$ cat src/rtl/div3_pkg.sv
// Shared types and helpers for the multiple-of-3 stream path.
// Holds the FSM state encoding and the bit-serial mod-3 step.
package div3_pkg;

    typedef enum logic [1:0] {
        IDLE  = 2'd0,
        ALIGN = 2'd1,
        EMIT  = 2'd2,
        DONE  = 2'd3
    } state_e;

    localparam int unsigned DIVISOR = 3;

    // One MSB-first step of a running remainder: (2r + b) mod 3.
    function automatic logic [1:0] mod3_step(
        input logic [1:0] r,
        input logic       b
    );
        logic [2:0] t;
        logic [2:0] m;
        t = {r, b};
        m = (t >= 3'(DIVISOR)) ? t - 3'(DIVISOR) : t;
        return m[1:0];
    endfunction

endpackage

$ cat src/rtl/mod3_serial.sv
// Bit-serial mod-3 remainder accumulator, MSB first.
// Clear has priority over enable.
module mod3_serial
    import div3_pkg::*;
(
    input  logic       clk,
    input  logic       rst_n,
    input  logic       clr_i,
    input  logic       en_i,
    input  logic       bit_i,
    output logic [1:0] r_o
);

    logic [1:0] r_q;
    logic [1:0] r_d;

    // Next remainder: clear, fold in one bit, or hold.
    always_comb begin
        r_d = r_q;
        if (clr_i) begin
            r_d = 2'd0;
        end else if (en_i) begin
            r_d = mod3_step(r_q, bit_i);
        end
    end

    // Remainder register.
    always_ff @(posedge clk or negedge rst_n) begin
        if (!rst_n) begin
            r_q <= 2'd0;
        end else begin
            r_q <= r_d;
        end
    end

    assign r_o = r_q;

endmodule

$ cat src/rtl/div3_stream_gen.sv
// Streams every multiple of 3 in [lo, hi] over valid/ready.
// The first multiple is found from a bit-serial lo mod 3.
module div3_stream_gen
    import div3_pkg::*;
#(
    parameter int DATA_W = 8
) (
    input  logic              clk,
    input  logic              rst_n,
    input  logic              start,
    input  logic [DATA_W-1:0] lo,
    input  logic [DATA_W-1:0] hi,
    output logic [DATA_W-1:0] out_data,
    output logic              out_valid,
    input  logic              out_ready,
    output logic              busy,
    output logic              done,
    output logic [DATA_W-1:0] count
);

    localparam int IDX_W = (DATA_W > 1) ? $clog2(DATA_W) : 1;

    state_e            state_q, state_d;
    logic [DATA_W-1:0] lo_q, lo_d;
    logic [DATA_W-1:0] hi_q, hi_d;
    logic [IDX_W-1:0]  idx_q, idx_d;
    logic              aligned_q, aligned_d;
    logic [DATA_W-1:0] data_q, data_d;
    logic              valid_q, valid_d;
    logic              busy_q, busy_d;
    logic              done_q, done_d;
    logic [DATA_W-1:0] count_q, count_d;

    logic              r_clr;
    logic              r_en;
    logic              r_bit;
    logic [1:0]        rem;

    logic [1:0]        adj;
    logic [DATA_W:0]   hi_ext;
    logic [DATA_W:0]   first;
    logic [DATA_W:0]   nxt;
    logic              first_out;
    logic              nxt_out;
    logic              xfer;

    mod3_serial u_mod3 (
        .clk   (clk),
        .rst_n (rst_n),
        .clr_i (r_clr),
        .en_i  (r_en),
        .bit_i (r_bit),
        .r_o   (rem)
    );

    // Range arithmetic: first multiple, next multiple, bound tests.
    always_comb begin
        adj = 2'd0;
        unique case (rem)
            2'd1:    adj = 2'd2;
            2'd2:    adj = 2'd1;
            default: adj = 2'd0;
        endcase
        hi_ext    = {1'b0, hi_q};
        first     = {1'b0, lo_q} + (DATA_W+1)'(adj);
        nxt       = {1'b0, data_q} + (DATA_W+1)'(DIVISOR);
        first_out = first[DATA_W] || (first > hi_ext);
        nxt_out   = nxt[DATA_W] || (nxt > hi_ext);
        xfer      = valid_q && out_ready;
    end

    // Next-state and next-output logic for the stream FSM.
    always_comb begin
        state_d   = state_q;
        lo_d      = lo_q;
        hi_d      = hi_q;
        idx_d     = idx_q;
        aligned_d = aligned_q;
        data_d    = data_q;
        valid_d   = valid_q;
        count_d   = count_q;
        r_clr     = 1'b0;
        r_en      = 1'b0;
        r_bit     = lo_q[idx_q];

        unique case (state_q)
            IDLE: begin
                if (start) begin
                    lo_d      = lo;
                    hi_d      = hi;
                    count_d   = '0;
                    r_clr     = 1'b1;
                    idx_d     = IDX_W'(DATA_W-1);
                    aligned_d = 1'b0;
                    state_d   = ALIGN;
                end
            end
            ALIGN: begin
                if (!aligned_q) begin
                    r_en = 1'b1;
                    if (idx_q == '0) begin
                        aligned_d = 1'b1;
                    end else begin
                        idx_d = idx_q - IDX_W'(1);
                    end
                end else if (first_out) begin
                    state_d = DONE;
                end else begin
                    data_d  = first[DATA_W-1:0];
                    valid_d = 1'b1;
                    state_d = EMIT;
                end
            end
            EMIT: begin
                if (xfer) begin
                    count_d = count_q + DATA_W'(1);
                    if (nxt_out) begin
                        valid_d = 1'b0;
                        state_d = DONE;
                    end else begin
                        data_d = nxt[DATA_W-1:0];
                    end
                end
            end
            DONE: begin
                state_d = IDLE;
            end
            default: begin
                state_d = IDLE;
            end
        endcase

        busy_d = (state_d != IDLE);
        done_d = (state_d == DONE);
    end

    // State and registered outputs.
    always_ff @(posedge clk or negedge rst_n) begin
        if (!rst_n) begin
            state_q   <= IDLE;
            lo_q      <= '0;
            hi_q      <= '0;
            idx_q     <= '0;
            aligned_q <= 1'b0;
            data_q    <= '0;
            valid_q   <= 1'b0;
            busy_q    <= 1'b0;
            done_q    <= 1'b0;
            count_q   <= '0;
        end else begin
            state_q   <= state_d;
            lo_q      <= lo_d;
            hi_q      <= hi_d;
            idx_q     <= idx_d;
            aligned_q <= aligned_d;
            data_q    <= data_d;
            valid_q   <= valid_d;
            busy_q    <= busy_d;
            done_q    <= done_d;
            count_q   <= count_d;
        end
    end

    assign out_data  = data_q;
    assign out_valid = valid_q;
    assign busy      = busy_q;
    assign done      = done_q;
    assign count     = count_q;

endmodule

$ cat config.mk
export PLATFORM = sky130hd
export DESIGN_NAME = div3_stream_gen
export DESIGN_NICKNAME = d
export VERILOG_FILES = /design/src/rtl/div3_pkg.sv /design/src/rtl/mod3_serial.sv /design/src/rtl/div3_stream_gen.sv
export SDC_FILE = /design/constraint.sdc
export NUM_CORES = 1
export LEC_CHECK = 0
export CAP_MARGIN = 5
export CORE_UTILIZATION = 40
export CTS_CLUSTER_DIAMETER = 50
export CTS_CLUSTER_SIZE = 24
export DETAILED_ROUTE_END_ITERATION = 16
export SYNTH_ARGS = -nofsm -noshare
export SYNTH_HDL_FRONTEND = slang
export SYNTH_SLANG_ARGS = --single-unit
$ cat constraint.sdc
create_clock -name clk -period 9.7 [get_ports clk]
set_input_delay 1.455 -clock clk [delete_from_list [all_inputs] [get_ports clk]]
set_output_delay 1.455 -clock clk [all_outputs]
set_load 0.01 [all_outputs]
Yosys cells after proc, flatten, opt, wreduce, memory -nomap -nowiden
Index checks and enable logic that the tools add are counted.
Storage, ports and cells
  flip-flop bits (word level): 43
  input port bits: 20
  output and inout bits: 19
  word-level logic and storage cells: 87
Operators by class
  add/subtract/negate cells: 5
  $lt $le $gt $ge: 4
  eq/ne operators: 14
  multiplexer cells: 37
  reduce and logical (&&, ||, !) cells: 16
Operator list (count)
  $mux W8: 6
  $pmux W8 S2: 2
  $gt A9 B8 Y1: 2
  $ne A2 B2 Y1 const B: 8
  $mux W2: 7
  $mux W1: 13
  $reduce_and A5 Y1: 2
  $reduce_bool A2 Y1: 5
  $add A8 B2 Y9: 1
  $add A8 B2 Y9 const B: 1
  $mux W3: 3
  $add A8 B1 Y8 const B: 1
  $eq A2 B2 Y1 const B: 4
  $pmux W2 S4: 1
  $pmux W3 S2: 1
  $eq A2 B1 Y1 const B: 2
  $lt A3 B4 Y1 const B: 1
  $pmux W1 S2: 2
  $pmux W2 S2: 1
  $reduce_and A2 Y1: 2
  $reduce_and A4 Y1: 1
  $bmux W1 S3: 1
  $ge A3 B2 Y1 const B: 1
  $logic_not A3 Y1: 1
  other kinds (6): 7

Longest topological paths before layout
Gate-level depths: netlist of run 1.
  word-level depth: 9
  gate-level depth with buffers: 16
  gate-level depth less buffers: 14

Cells and area by module
Synthesis of run 1 repeated with hierarchy kept, for this count alone.
Second synthesis, totals
  cells, all modules: 263
  area, all modules: 2657.5 µm²
Modules (own cells, without submodules)
  div3_stream_gen: times used 1, cells each 251, area an instance 2533.7 µm², sequential area each 1026.0 µm²
  mod3_serial: times used 1, cells each 12, area an instance 123.9 µm², sequential area each 50.0 µm²

Least setup slack after synthesis of run 1
OpenSTA, ideal clock, no wires.
  path kind: register to register
  start: reg u_mod3.r_q[1], in the netlist u_mod3.r_o[1]
  end: reg data_q[7], in the netlist out_data[7]
  library setup time: 125 ps
  arrival time: 2925 ps
  data required time: 9575 ps
  setup slack: 6649 ps
  stages on the path, launching flop included: 15
  path buffers: 1
  period minus slack after synthesis: 3051 ps
  path through: dfrtp_1 -> nor2b_1 -> ha_1 -> fa_1 -> nand2_1 -> nor2_1 -> xor2_1 -> ha_1 -> nand4_1 -> o221ai_1 -> o21ai_1 -> and3_1 -> clkbuf_1 -> a22o_4 -> mux2_4
Between the ends
  cells in the longest elaborated chain, start to end: 7
  elaborated cells on any way between the ends: 11
  classes of those cells: add/sub: 1; order compare: 1; eq/ne: 3; mux: 4; reduce/logical: 2
Ends and longest elaborated chain
  start: declaration: RTL line mod3_serial.sv:14  | logic [1:0] r_q;
  start signal: assignment: RTL line mod3_serial.sv:32  | r_q <= r_d;
  $eq A2 B2 Y1 / $eq A2 B1 Y1 (equally long branches): RTL line div3_stream_gen.sv:59  | unique case (rem)
  $pmux W2 S2 *: RTL line div3_stream_gen.sv:59
  $add A8 B2 Y9 *: RTL line div3_stream_gen.sv:65  | first = {1'b0, lo_q} + (DATA_W+1)'(adj);
  $gt A9 B8 Y1: RTL line div3_stream_gen.sv:67  | first_out = first[DATA_W] || (first > hi_ext);
  $logic_or A1 B1 Y1: RTL line div3_stream_gen.sv:67
  $ne A2 B2 Y1 (no line)
  $reduce_and A5 Y1 (no line)
  end signal: assignment: RTL line div3_stream_gen.sv:156  | data_q <= data_d;
  end: declaration: RTL line div3_stream_gen.sv:28  | logic [DATA_W-1:0] data_q, data_d;
Mark *: on every way between the ends. The rest lies on a longest branch, timed or not. The select of a mux whose other input is x is not followed.
A chain may end at the register's enable or synchronous reset.

Final worst setup path of run 1
  start: reg data_q[0], in the netlist out_data[0]
  end: reg data_q[7], in the netlist out_data[7]
Between the ends
  cells in the longest elaborated chain, start to end: 5
  elaborated cells on any way between the ends: 8
  classes of those cells: add/sub: 1; order compare: 1; eq/ne: 1; mux: 3; reduce/logical: 2
Ends and longest elaborated chain
  $add A8 B2 Y9 *: RTL line div3_stream_gen.sv:66  | nxt = {1'b0, data_q} + (DATA_W+1)'(DIVISOR);
  $gt A9 B8 Y1: RTL line div3_stream_gen.sv:68  | nxt_out = nxt[DATA_W] || (nxt > hi_ext);
  $logic_or A1 B1 Y1: RTL line div3_stream_gen.sv:68
  $ne A2 B2 Y1 (no line)
  $reduce_and A5 Y1 (no line)
Marked as above.

==> summary.txt, run 1 <==
Timing
  • Final hold vios: 0
  • Fmax: 302 MHz
  • Final Slew Violations: 0
  • Final setup violation count: 0
  • TNS Setup: 0 ps
  • Worst slew pin tran: 1100 ps
  • Final WS setup: 6380 ps
  • Worst Skew: 8.51 ps
  • Max-Slew Margin vs Limit: 26.5%
  • Period utilization: 34.2%
  • RSZ-0062 raised after global routing: no
  • Post-layout min period: 3320 ps
  • Worst hold slack: 541 ps

Detailed routing
  • Via-to-Cell Ratio: 5.22
  • Drt wl/cell: 13.6 um
  • Total wire length: 5590 um
  • DR iter-0 viols: 94
  • Post-DRT Antenna Nets: 0
  • DRC: 0
  • Drt pass-1 iters: 4
  • DR vias: 2145

Logic synthesis
  • Synth warnings: 0
  • Synth Area per Inst: 8.93 um^2
  • Seq/Total Area, Yosys: 40.3%
  • Syn nets: 343
  • Synth unique cells: 42
  • Number of synthesized flops with an enable pin: 0
  • Primary FF master, synth: dfrtp_1
  • Number of synthesized register bits: 43
  • Cell area after synthesis: 0.00267 mm^2
  • Cells after Synth: 299
  • Ys async rst share: 100%

Hold path
  • Hold depth: 2
  • Hold path start: lo_q[0]$_DFFE_PN0P_
  • Hold WC Path Type: reg2reg

Run status
  • Status: finished, final reports clean

Clock tree
  • Cts hold-fix bufs: 0
  • CTS tree: built
  • Post-CTS sizing: 0
  • Root Buffer: clkbuf_8
  • Clk sinks: 43
  • Postcts setup bufs: 0
  • Clk buf depth: 2
  • Worst-Skew Late Latency: 300 ps
  • Num CTS Buffers: 5
  • H-tree depth: 2
  • Clk pin slew, worst setup/hold paths: 90 ps

GRT
  • Pin count of the biggest net entering global routing: 44
  • GRT Util Overall: 17.2%
  • Grt met2 use: 25.9%
  • Initial antenna violation count: 0
  • GR met1 Demand/Resource: 25.0%
  • Number of global-route vias before repair: 2005
  • GRT Max-Usage Layer: met2
  • Total gr overflow: 0
  • Grt met3 use: 3.46%
  • First-pass GRT wire length: 9650 um

Finish
  • Area delta synth->final: 20.1%
  • Diode count: 0
  • Final nets: 377
  • Non-filler cells, final: 411
  • Share of cells above drive strength 1: 5.69%

Worst setup path
  • WP data arrival: 3500 ps
  • Worst reg2reg setup slack: 6380 ps
  • Critical Path RT: 9890 ps
  • Critical path class: reg2reg
  • RR Startpoint: out_data[0]$_DFFE_PN0P_
  • Crit start category: register
  • Crit. Startpoint: out_data[0]$_DFFE_PN0P_
  • CP Max Fanout: 13
  • CP endpoint kind: register
  • R2r worst-path depth: 12

Die
  • Top Ports: 39
  • Core region area: 0.00639 mm^2
  • DIE HEIGHT: 83.7 um
  • Die width: 83.7 um
  • Total die area: 0.00700 mm^2
  • Core Rows: 29
  • Starting Density: 41.8%

Power and ir drop
  • Power Density: 342 mW/mm^2
  • Total power: 1100 uW
  • Max rail drop VDD: 157 uV
  • Leakage Power: 0.00146 uW

Place
  • Post-DP HPWL: 4260 um
  • IO Port Bufs: 38
  • Dpl cells: 403
  • RD Place Congestion: 0.842
  • Worst slack at placement: 6360 ps

Flow run
  • Max-Cap Viols: 0
## sequential cells by signal, summed over array words and instances, names as in the netlist
name	flops
u_mod3.r_o	2
idx_q	3
aligned_q	1
hi_q	8
busy	1
out_data	8
state_q	2
out_valid	1
done	1
lo_q	8
count	8
## cells in the mapped netlist (2+ instances only)
master | n | area, um^2
o21ai_1 | 3 | 15.0
nor2_1 | 27 | 101
nand2_1 | 55 | 206
and3_1 | 4 | 25.0
nand2b_1 | 5 | 31.3
dfrtp_1 | 43 | 1080
ha_1 | 23 | 288
mux4_2 | 2 | 45.0
xor2_1 | 13 | 114
o21ai_0 | 18 | 90.1
nand4_1 | 6 | 37.5
mux2i_1 | 5 | 50.1
o21a_1 | 2 | 15.0
a21oi_1 | 17 | 85.1
nor2b_1 | 6 | 37.5
o22a_1 | 2 | 17.5
inv_1 | 13 | 48.8
nor3_1 | 5 | 25.0
xnor2_1 | 6 | 52.6
nand3b_1 | 2 | 15.0
clkbuf_1 | 8 | 30.0
nand3_1 | 14 | 70.1
## cell families (layout without fill, tap and decap cells)
group	count (synthesis)	after routing	share of synthesized area, %
AO/OA/AOI/OAI	51	51	11.4
adder cells (fa/ha/maj)	24	24	11.5
AND/OR/NAND/NOR	129	129	22.2
buffers and inverters	24	59	3.70
multiplexers	9	9	4.55
XOR/XNOR	19	19	6.24
flip-flops	43	43	40.3
## critical path, cell delays in order, from the launching register on
cell,delay [ps]
dfrtp_1,530
inv_1,130
ha_1,270
and3b_1,260
and3_4,220
xor2_1,160
ha_1,260
a21o_1,180
a21oi_1,190
a22oi_1,130
a21oi_2,290
a22o_4,270
mux2_4,310
## cells in the final DEF, fill, tap and decap left out, types with 2 or more instances in the layout
cell type / netlist / routed
nor3_1: 5 / 5
nand3_1: 14 / 14
xnor2_1: 6 / 6
inv_1: 13 / 13
a21oi_1: 17 / 17
dfrtp_1: 43 / 43
o22a_1: 2 / 2
clkbuf_8: 0 / 5
nand4_1: 6 / 6
o21ai_1: 3 / 3
nor2_1: 27 / 26
nand3b_1: 2 / 2
xor2_1: 13 / 13
nand2b_1: 5 / 5
o21ai_0: 18 / 18
and3_1: 4 / 4
ha_1: 23 / 23
o21a_1: 2 / 2
mux4_2: 2 / 2
nor2b_1: 6 / 6
mux2i_1: 5 / 5
clkdlybuf4s50_1: 0 / 37
nand2_1: 55 / 55
## routing by layer
layer	part of all wire (%)	wire [um]	up-vias
met3	4.2	234	6
met5	0	0	-
li1	-	-	1095
met2	45	2520	53
met1	50	2770	991
met4	1.1	61	0
## worst paths after layout
kind	endpoint
worst min register to register	lo_q[0]$_DFFE_PN0P_
worst max register to register	out_data[7]$_DFFE_PN0P_
worst min-delay path	lo_q[0]$_DFFE_PN0P_
max in group asynchronous	hi_q[6]$_DFFE_PN0P_
min in group asynchronous	out_data[4]$_DFFE_PN0P_
worst max-delay path	out_data[7]$_DFFE_PN0P_
## report_power, final
group	internal (uW)	switching, uW	leakage, uW
Sequential	250	85.3	0.000528
Combinational	284	336	0.000876
Clock	76.7	64.8	0.0000581
Total	610	486	0.00146
## area by class of cell
type                            instances  area [um^2]
Multi-Input combinational cell        232         1500
Fill cell                             633         3180
Clock buffer                            5         68.8
Inverter                               13         48.8
Clock inverter                          3         43.8
Sequential cell                        43         1080
Timing Repair Buffer                   38          375
Tap cell                               77         96.3
## stage by stage
step                      instance area (um^2)  util, %
after global placement                    3090     48.4
final                                     3210     50.2
after global routing                      3210     50.2
after CTS                                 3210     50.2
after floorplan                           2670        -
after detailed placement                  3090     48.4
No activity file was read; power rests on OpenSTA's default activity.
==> inputs of run 2 (changes only) <==
==> constraint.sdc (replaced) <==
create_clock -name clk -period 3.2 [get_ports clk]
set_input_delay 0.48 -clock clk [delete_from_list [all_inputs] [get_ports clk]]
set_output_delay 0.48 -clock clk [all_outputs]
set_load 0.01 [all_outputs]
==> summary.txt, run 2 (synthesis gave the netlist of run 1 again) <==
Finish
  • Final nets: 386 (+2.4%)
  • Most frequent cells in the layout: nand2_1, dfrtp_1, clkdlybuf4s50_1
  • Area delta synth->final: 24.0%
  • Diode count: 0 (unchanged)
  • Most common cell after layout, fill and taps aside: nand2_1
  • Filler cells: 596 (-5.8%)
  • Fin util: 51.8% (+1.6 points)
  • Share of cells above drive strength 1: 10.2% (+4.5 points)

Worst setup path
  • Worst reg2reg endpoint: out_data[7]$_DFFE_PN0P_
  • Crit-path cells: nor2b_1 -> ha_2 -> fa_2 -> nand2_1 -> nor2_1 -> xor2_1 -> ha_1 -> nand4_1 -> o221ai_1 -> o21ai_1 -> and3_4 -> a22o_4 -> mux2_4
  • Crit start category: register
  • WP data arrival: 3260 ps (-240 ps)
  • RR Startpoint: u_mod3.r_o[1]$_DFFE_PN0P_
  • Instance count on the critical path: 13 (+1)
  • R2r worst-path depth: 13 (+1)
  • Crit-path leading delay family: adder cells
  • Critical Path RT: 3390 ps (-6500 ps)
  • CP Max Fanout: 6 (-7)
  • Crit path buffers/inverters: 0 (-1)
  • Max incr delay on CP: 400 ps (-130 ps)
  • Critical path class: reg2reg
  • CP endpoint kind: register
  • Slowest CP cell: dfrtp_1
  • Worst reg2reg setup slack: 130 ps (-6250 ps)

Detailed routing
  • DRC: 0 (unchanged)
  • Via-to-Cell Ratio: 5.16 (-1.2%)
  • Total wire length: 5660 um (+1.3%)
  • DR vias: 2166 (+0.98%)
  • Drt wl/cell: 13.5 um (-0.86%)
  • Post-DRT Antenna Nets: 0 (unchanged)
  • Drt pass-1 iters: 4 (unchanged)
  • DR iter-0 viols: 84 (-11%)

Die
  • Top Ports: 39 (unchanged)
  • Core Rows: 29 (unchanged)
  • Starting Density: 41.8% (unchanged)
  • Total die area: 0.00700 mm^2 (unchanged)
  • DIE HEIGHT: 83.7 um (unchanged)
  • Core region area: 0.00639 mm^2 (unchanged)
  • Die width: 83.7 um (unchanged)

GRT
  • Number of global-route vias before repair: 2053 (+2.4%)
  • Pin count of the biggest net entering global routing: 44 (unchanged)
  • Initial antenna violation count: 0 (unchanged)
  • First-pass GRT wire length: 9760 um (+1.2%)
  • GRT Util Overall: 17.4% (+0.18 points)
  • Total gr overflow: 0 (unchanged)

Power and ir drop
  • Total power: 3520 uW (+220%)
  • Max rail drop VDD: 530 uV (+240%)
  • Power Density: 1060 mW/mm^2 (+210%)
  • Clock network fraction of design power: 13.0% (about the same)
  • Comb power frac: 58.8% (+2.3 points)
  • Leakage Power: 0.00151 uW (+3.1%)
  • Psw: 1530 uW (+210%)
  • Sequential power share: 28.2% (-2.4 points)
  • Internal: 2000 uW (+230%)
  • Sw Ratio: 43.4% (-0.97 points)

Timing
  • Final setup violation count: 0 (unchanged)
  • Post-layout min period: 3070 ps (-246 ps)
  • Worst Skew: 8.50 ps (-0.00588 ps)
  • Period utilization: 95.9% (+62 points)
  • Final hold vios: 0 (unchanged)
  • Worst slew pin tran: 955 ps (-147 ps)
  • RSZ-0062 raised after global routing: no
  • Worst hold slack: 325 ps (-217 ps)
  • Final Slew Violations: 0 (unchanged)
  • Fmax: 326 MHz (+8.0%)
  • TNS Setup: 0 ps (unchanged)
  • Max-Slew Margin vs Limit: 36.4% (+9.9 points)

Clock tree
  • Clk sinks: 43 (unchanged)
  • Num CTS Buffers: 5 (unchanged)
  • Clk pin slew, worst setup/hold paths: 90 ps (about the same)
  • Clk buf depth: 2 (unchanged)
  • Root Buffer: clkbuf_8
  • Cts hold-fix bufs: 0 (unchanged)
  • Worst-Skew Late Latency: 300 ps (about the same)
  • CTS tree: built
  • H-tree depth: 2 (unchanged)

Place
  • Post-DP HPWL: 4230 um (-0.70%)
  • RD Place Congestion: 0.835 (-0.78%)
  • IO Port Bufs: 38 (unchanged)

Flow run
  • Max-Cap Viols: 0 (unchanged)

Run status
  • Status: finished, final reports clean

Hold path
  • Hold WC Path Type: in2async
run 2: layout make-up:
type                    instances  area, um^2  share of cell area [%]
multi-input cells             233        1530                    46.3
flip-flops and latches         43        1080                    32.5
repair buffers                 46         435                    13.2
well taps                      77        96.3                    2.91
clock buffers                   6        82.6                    2.50
inverters                      13        48.8                    1.47
clock inverters                 2        38.8                    1.17
run 2: timing repair:
action	in CTS	in global routing
setup endpoints to repair	0	9
endpoints found under the hold margin	0	0
gates resized for setup	0	8
buffers inserted	0	4
run 2: worst max-delay path by stage:
stage,from,endpoint,slack [ps]
6_report,u_mod3.r_o[1]$_DFFE_PN0P_,out_data[7]$_DFFE_PN0P_,130
5_1_grt,u_mod3.r_o[0]$_DFFE_PN0P_,out_data[7]$_DFFE_PN0P_,40
4_1_cts,u_mod3.r_o[1]$_DFFE_PN0P_,out_data[7]$_DFFE_PN0P_,10
3_5_place_dp,u_mod3.r_o[1]$_DFFE_PN0P_,out_data[7]$_DFFE_PN0P_,20
3_3_place_gp,u_mod3.r_o[1]$_DFFE_PN0P_,out_data[7]$_DFFE_PN0P_,110
2_1_floorplan,u_mod3.r_o[1]$_DFFE_PN0P_,out_data[7]$_DFFE_PN0P_,150
run 2: per-stage QoR:
stage	std cells	setup slack (ps)	instance area, um^2
after floorplan	299	149	2670
after detailed placement	407	15.8	3120
after CTS	415	12.6	3240
after global routing	420	40.1	3310
final	420	130	3310
after global placement	407	111	3120
run 2: power groups by stage:
stage / combinational, uW / clock [uW] / sequential [uW]
floorplan: 1390 / 0 / 966
global placement: 1910 / 0 / 1010
detailed placement: 1940 / 0 / 1010
CTS: 1950 / 472 / 1000
global route: 2340 / 497 / 1030
finish: 2070 / 457 / 993
run 2: routing by layer:
metal  wire length, um  vias up  part of all wire, %  track usage, %
met5                 0        -                    0               0
met4                53        0                 0.94            4.31
met3               217        4                  3.8            3.66
met2              2520       52                   45            26.6
met1              2870     1000                   51            25.1
li1                  -     1110                    -               -
run 2: worst register-to-register path, stage by stage, from the launching register on:
cell and delay [ps]:
dfrtp_1 400, nor2b_1 140, ha_2 190, fa_2 380, nand2_1 70, nor2_1 60, xor2_1 160, ha_1 340
nand4_1 160, o221ai_1 240, o21ai_1 80, and3_4 200, a22o_4 250, mux2_4 300
==> inputs of run 3 (changes only) <==
--- a/config.mk
+++ b/config.mk
@@ -6,10 +6,13 @@
 export NUM_CORES = 1
 export LEC_CHECK = 0
 export CAP_MARGIN = 5
-export CORE_UTILIZATION = 40
+export CELL_PAD_IN_SITES_DETAIL_PLACEMENT = 0
+export CELL_PAD_IN_SITES_GLOBAL_PLACEMENT = 2
+export CORE_UTILIZATION = 33
 export CTS_CLUSTER_DIAMETER = 50
 export CTS_CLUSTER_SIZE = 24
 export DETAILED_ROUTE_END_ITERATION = 16
+export PLACE_DENSITY_LB_ADDON = 0.1
 export SYNTH_ARGS = -nofsm -noshare
 export SYNTH_HDL_FRONTEND = slang
 export SYNTH_SLANG_ARGS = --single-unit
==> summary.txt, run 3 (synthesis gave the netlist of run 1 again) <==
Die
  • Top Ports: 39 (unchanged)
  • DIE HEIGHT: 91.9 um (+9.9%)
  • Total die area: 0.00845 mm^2 (+21%)
  • Core region area: 0.00777 mm^2 (+22%)
  • Starting Density: 34.4% (-7.4 points)
  • Die width: 91.9 um (+9.9%)
  • Core Rows: 32 (+10%)

Worst setup path
  • CP endpoint kind: register
  • Critical Path RT: 3390 ps (about the same)
  • Crit start category: register
  • Critical path class: reg2reg
  • CP Max Fanout: 6 (unchanged)
  • Worst reg2reg setup slack: 90 ps (-40 ps)
  • WP data arrival: 3290 ps (+30 ps)

Power and ir drop
  • Internal: 2010 uW (+0.67%)
  • Max rail drop VDD: 358 uV (-33%)
  • Clock network fraction of design power: 12.1% (-0.9 points)
  • Power Density: 1050 mW/mm^2 (-0.92%)
  • Leakage Power: 0.00153 uW (+1.1%)
  • Sw Ratio: 43.6% (+0.26 points)
  • Comb power frac: 59.7% (+0.9 points)
  • Total power: 3560 uW (+1.1%)
  • Psw: 1550 uW (+1.8%)
  • Sequential power share: 28.2% (about the same)

GRT
  • Total gr overflow: 0 (unchanged)
  • Pin count of the biggest net entering global routing: 44 (unchanged)
  • Grt met3 use: 3.07% (-0.59 points)
  • GRT Util Overall: 16.2% (-1.2 points)
  • GRT Max-Usage Layer: met2
  • First-pass GRT wire length: 10800 um (+10%)
  • Initial antenna violation count: 0 (unchanged)
  • Grt met2 use: 26.3% (-0.30 points)
  • Number of global-route vias before repair: 2207 (+7.5%)
  • GR met1 Demand/Resource: 22.0% (-3.1 points)

Flow run
  • Max-Cap Viols: 0 (unchanged)

Place
  • RD Place Congestion: 0.786 (-5.9%)
  • IO Port Bufs: 38 (unchanged)
  • Cell Area, Placed: 0.00318 mm^2 (+1.7%)
  • Worst slack at placement: 25.4 ps (+9.59 ps)
  • Post-DP HPWL: 4710 um (+11%)

Clock tree
  • CTS tree: built
  • Num CTS Buffers: 5 (unchanged)
  • Root Buffer: clkbuf_8
  • Clk sinks: 43 (unchanged)
  • H-tree depth: 2 (unchanged)
  • Clk pin slew, worst setup/hold paths: 90 ps (about the same)
  • Clk buf depth: 2 (unchanged)
  • Worst-Skew Late Latency: 300 ps (about the same)
  • Cts hold-fix bufs: 0 (unchanged)

Finish
  • Fin util: 43.5% (-8.3 points)
  • Post-route cell area: 0.00338 mm^2 (+2.1%)
  • Most frequent cells in the layout: nand2_1, dfrtp_1, clkdlybuf4s50_1
  • Filler cells: 784 (+32%)
  • Area delta synth->final: 26.6%
  • Diode count: 0 (unchanged)
  • Share of cells above drive strength 1: 11.8% (+1.6 points)
  • Final nets: 389 (+0.78%)
  • Most common cell after layout, fill and taps aside: nand2_1

Timing
  • Max-Slew Margin vs Limit: 34.9% (-1.4 points)
  • Worst Skew: 6.96 ps (-1.54 ps)
  • Final WS setup: 93.6 ps (-36.3 ps)
  • Worst slew pin tran: 976 ps (+21.5 ps)
  • Final setup violation count: 0 (unchanged)
  • Fmax: 322 MHz (-1.2%)
  • Final hold vios: 0 (unchanged)
  • Final Slew Violations: 0 (unchanged)
  • Period utilization: 97.1% (+1.1 points)
  • Post-layout min period: 3110 ps (+36.3 ps)

Detailed routing
  • Total wire length: 6290 um (+11%)
  • Drt wl/cell: 14.0 um (+4.2%)
  • Post-DRT Antenna Nets: 0 (unchanged)
  • DR iter-0 viols: 88 (+4.8%)
  • DRC: 0 (unchanged)
  • Via-to-Cell Ratio: 4.94 (-4.2%)
  • DR vias: 2214 (+2.2%)
  • Drt pass-1 iters: 4 (unchanged)

Run status
  • Status: finished, final reports clean

Hold path
  • Hold WC Path Type: in2async
## run 3: worst paths after layout
kind	cells past startpoint	end	start
setup / recovery	13	out_data[7]$_DFFE_PN0P_	u_mod3.r_o[1]$_DFFE_PN0P_
hold / removal	1	out_valid$_DFFE_PN0P_	rst_n
setup reg to reg	13	out_data[7]$_DFFE_PN0P_	u_mod3.r_o[1]$_DFFE_PN0P_
hold reg to reg	2	lo_q[0]$_DFFE_PN0P_	lo_q[0]$_DFFE_PN0P_
max in group asynchronous	1	idx_q[1]$_DFFE_PN0P_	rst_n
min in group clk	2	lo_q[0]$_DFFE_PN0P_	lo_q[0]$_DFFE_PN0P_
## run 3: cell type report
| type | instances | area (um^2) | share of cell area [%] |
|---|---|---|---|
| multi-input combinational | 232 | 1540 | 45.7 |
| clock inverter | 3 | 43.8 | 1.30 |
| timing repair buffer | 50 | 469 | 13.9 |
| inverter | 13 | 48.8 | 1.44 |
| clock buffer | 5 | 68.8 | 2.04 |
| tap | 102 | 128 | 3.78 |
| sequential | 43 | 1080 | 31.9 |
## run 3: routing by layer
layer,wire [um],vias up,part of all wire (%)
met5,0,-,0
met1,3110,1041,49
met4,104,0,1.7
li1,-,1111,-
met3,223,10,3.5
met2,2850,52,45
## run 3: metrics by stage
step / cells / hold WS, ps / TNS (ps)
2_1_floorplan: 299 / 184 / 0
3_3_place_gp: 435 / 515 / 0
3_5_place_dp: 435 / 503 / 0
4_1_cts: 443 / 367 / 0
5_1_grt: 448 / 425 / -112
6_report: 448 / 341 / 0
## run 3: what timing repair did
action	CTS	global route
buffers inserted	0	5
resized for setup	0	14
setup endpoints to repair	0	9
## run 3: critical path, stage by stage, from the launching register on
cell	delay (ps)
dfrtp_1	420
nor2b_4	140
ha_2	190
fa_2	380
nand2_1	70
nor2_1	50
xor2_1	160
ha_1	340
nand4_1	180
nor3_2	220
o21ai_1	90
and3_4	190
a22o_4	250
mux2_4	290
## run 3: power by group through the flow
stage,sequential [uW],clock [uW],combinational [uW]
after floorplan,966,0,1390
after global placement,1020,0,1960
after detailed placement,1020,0,1960
after CTS,1010,451,1970
after global routing,1050,476,2410
final,1010,431,2130
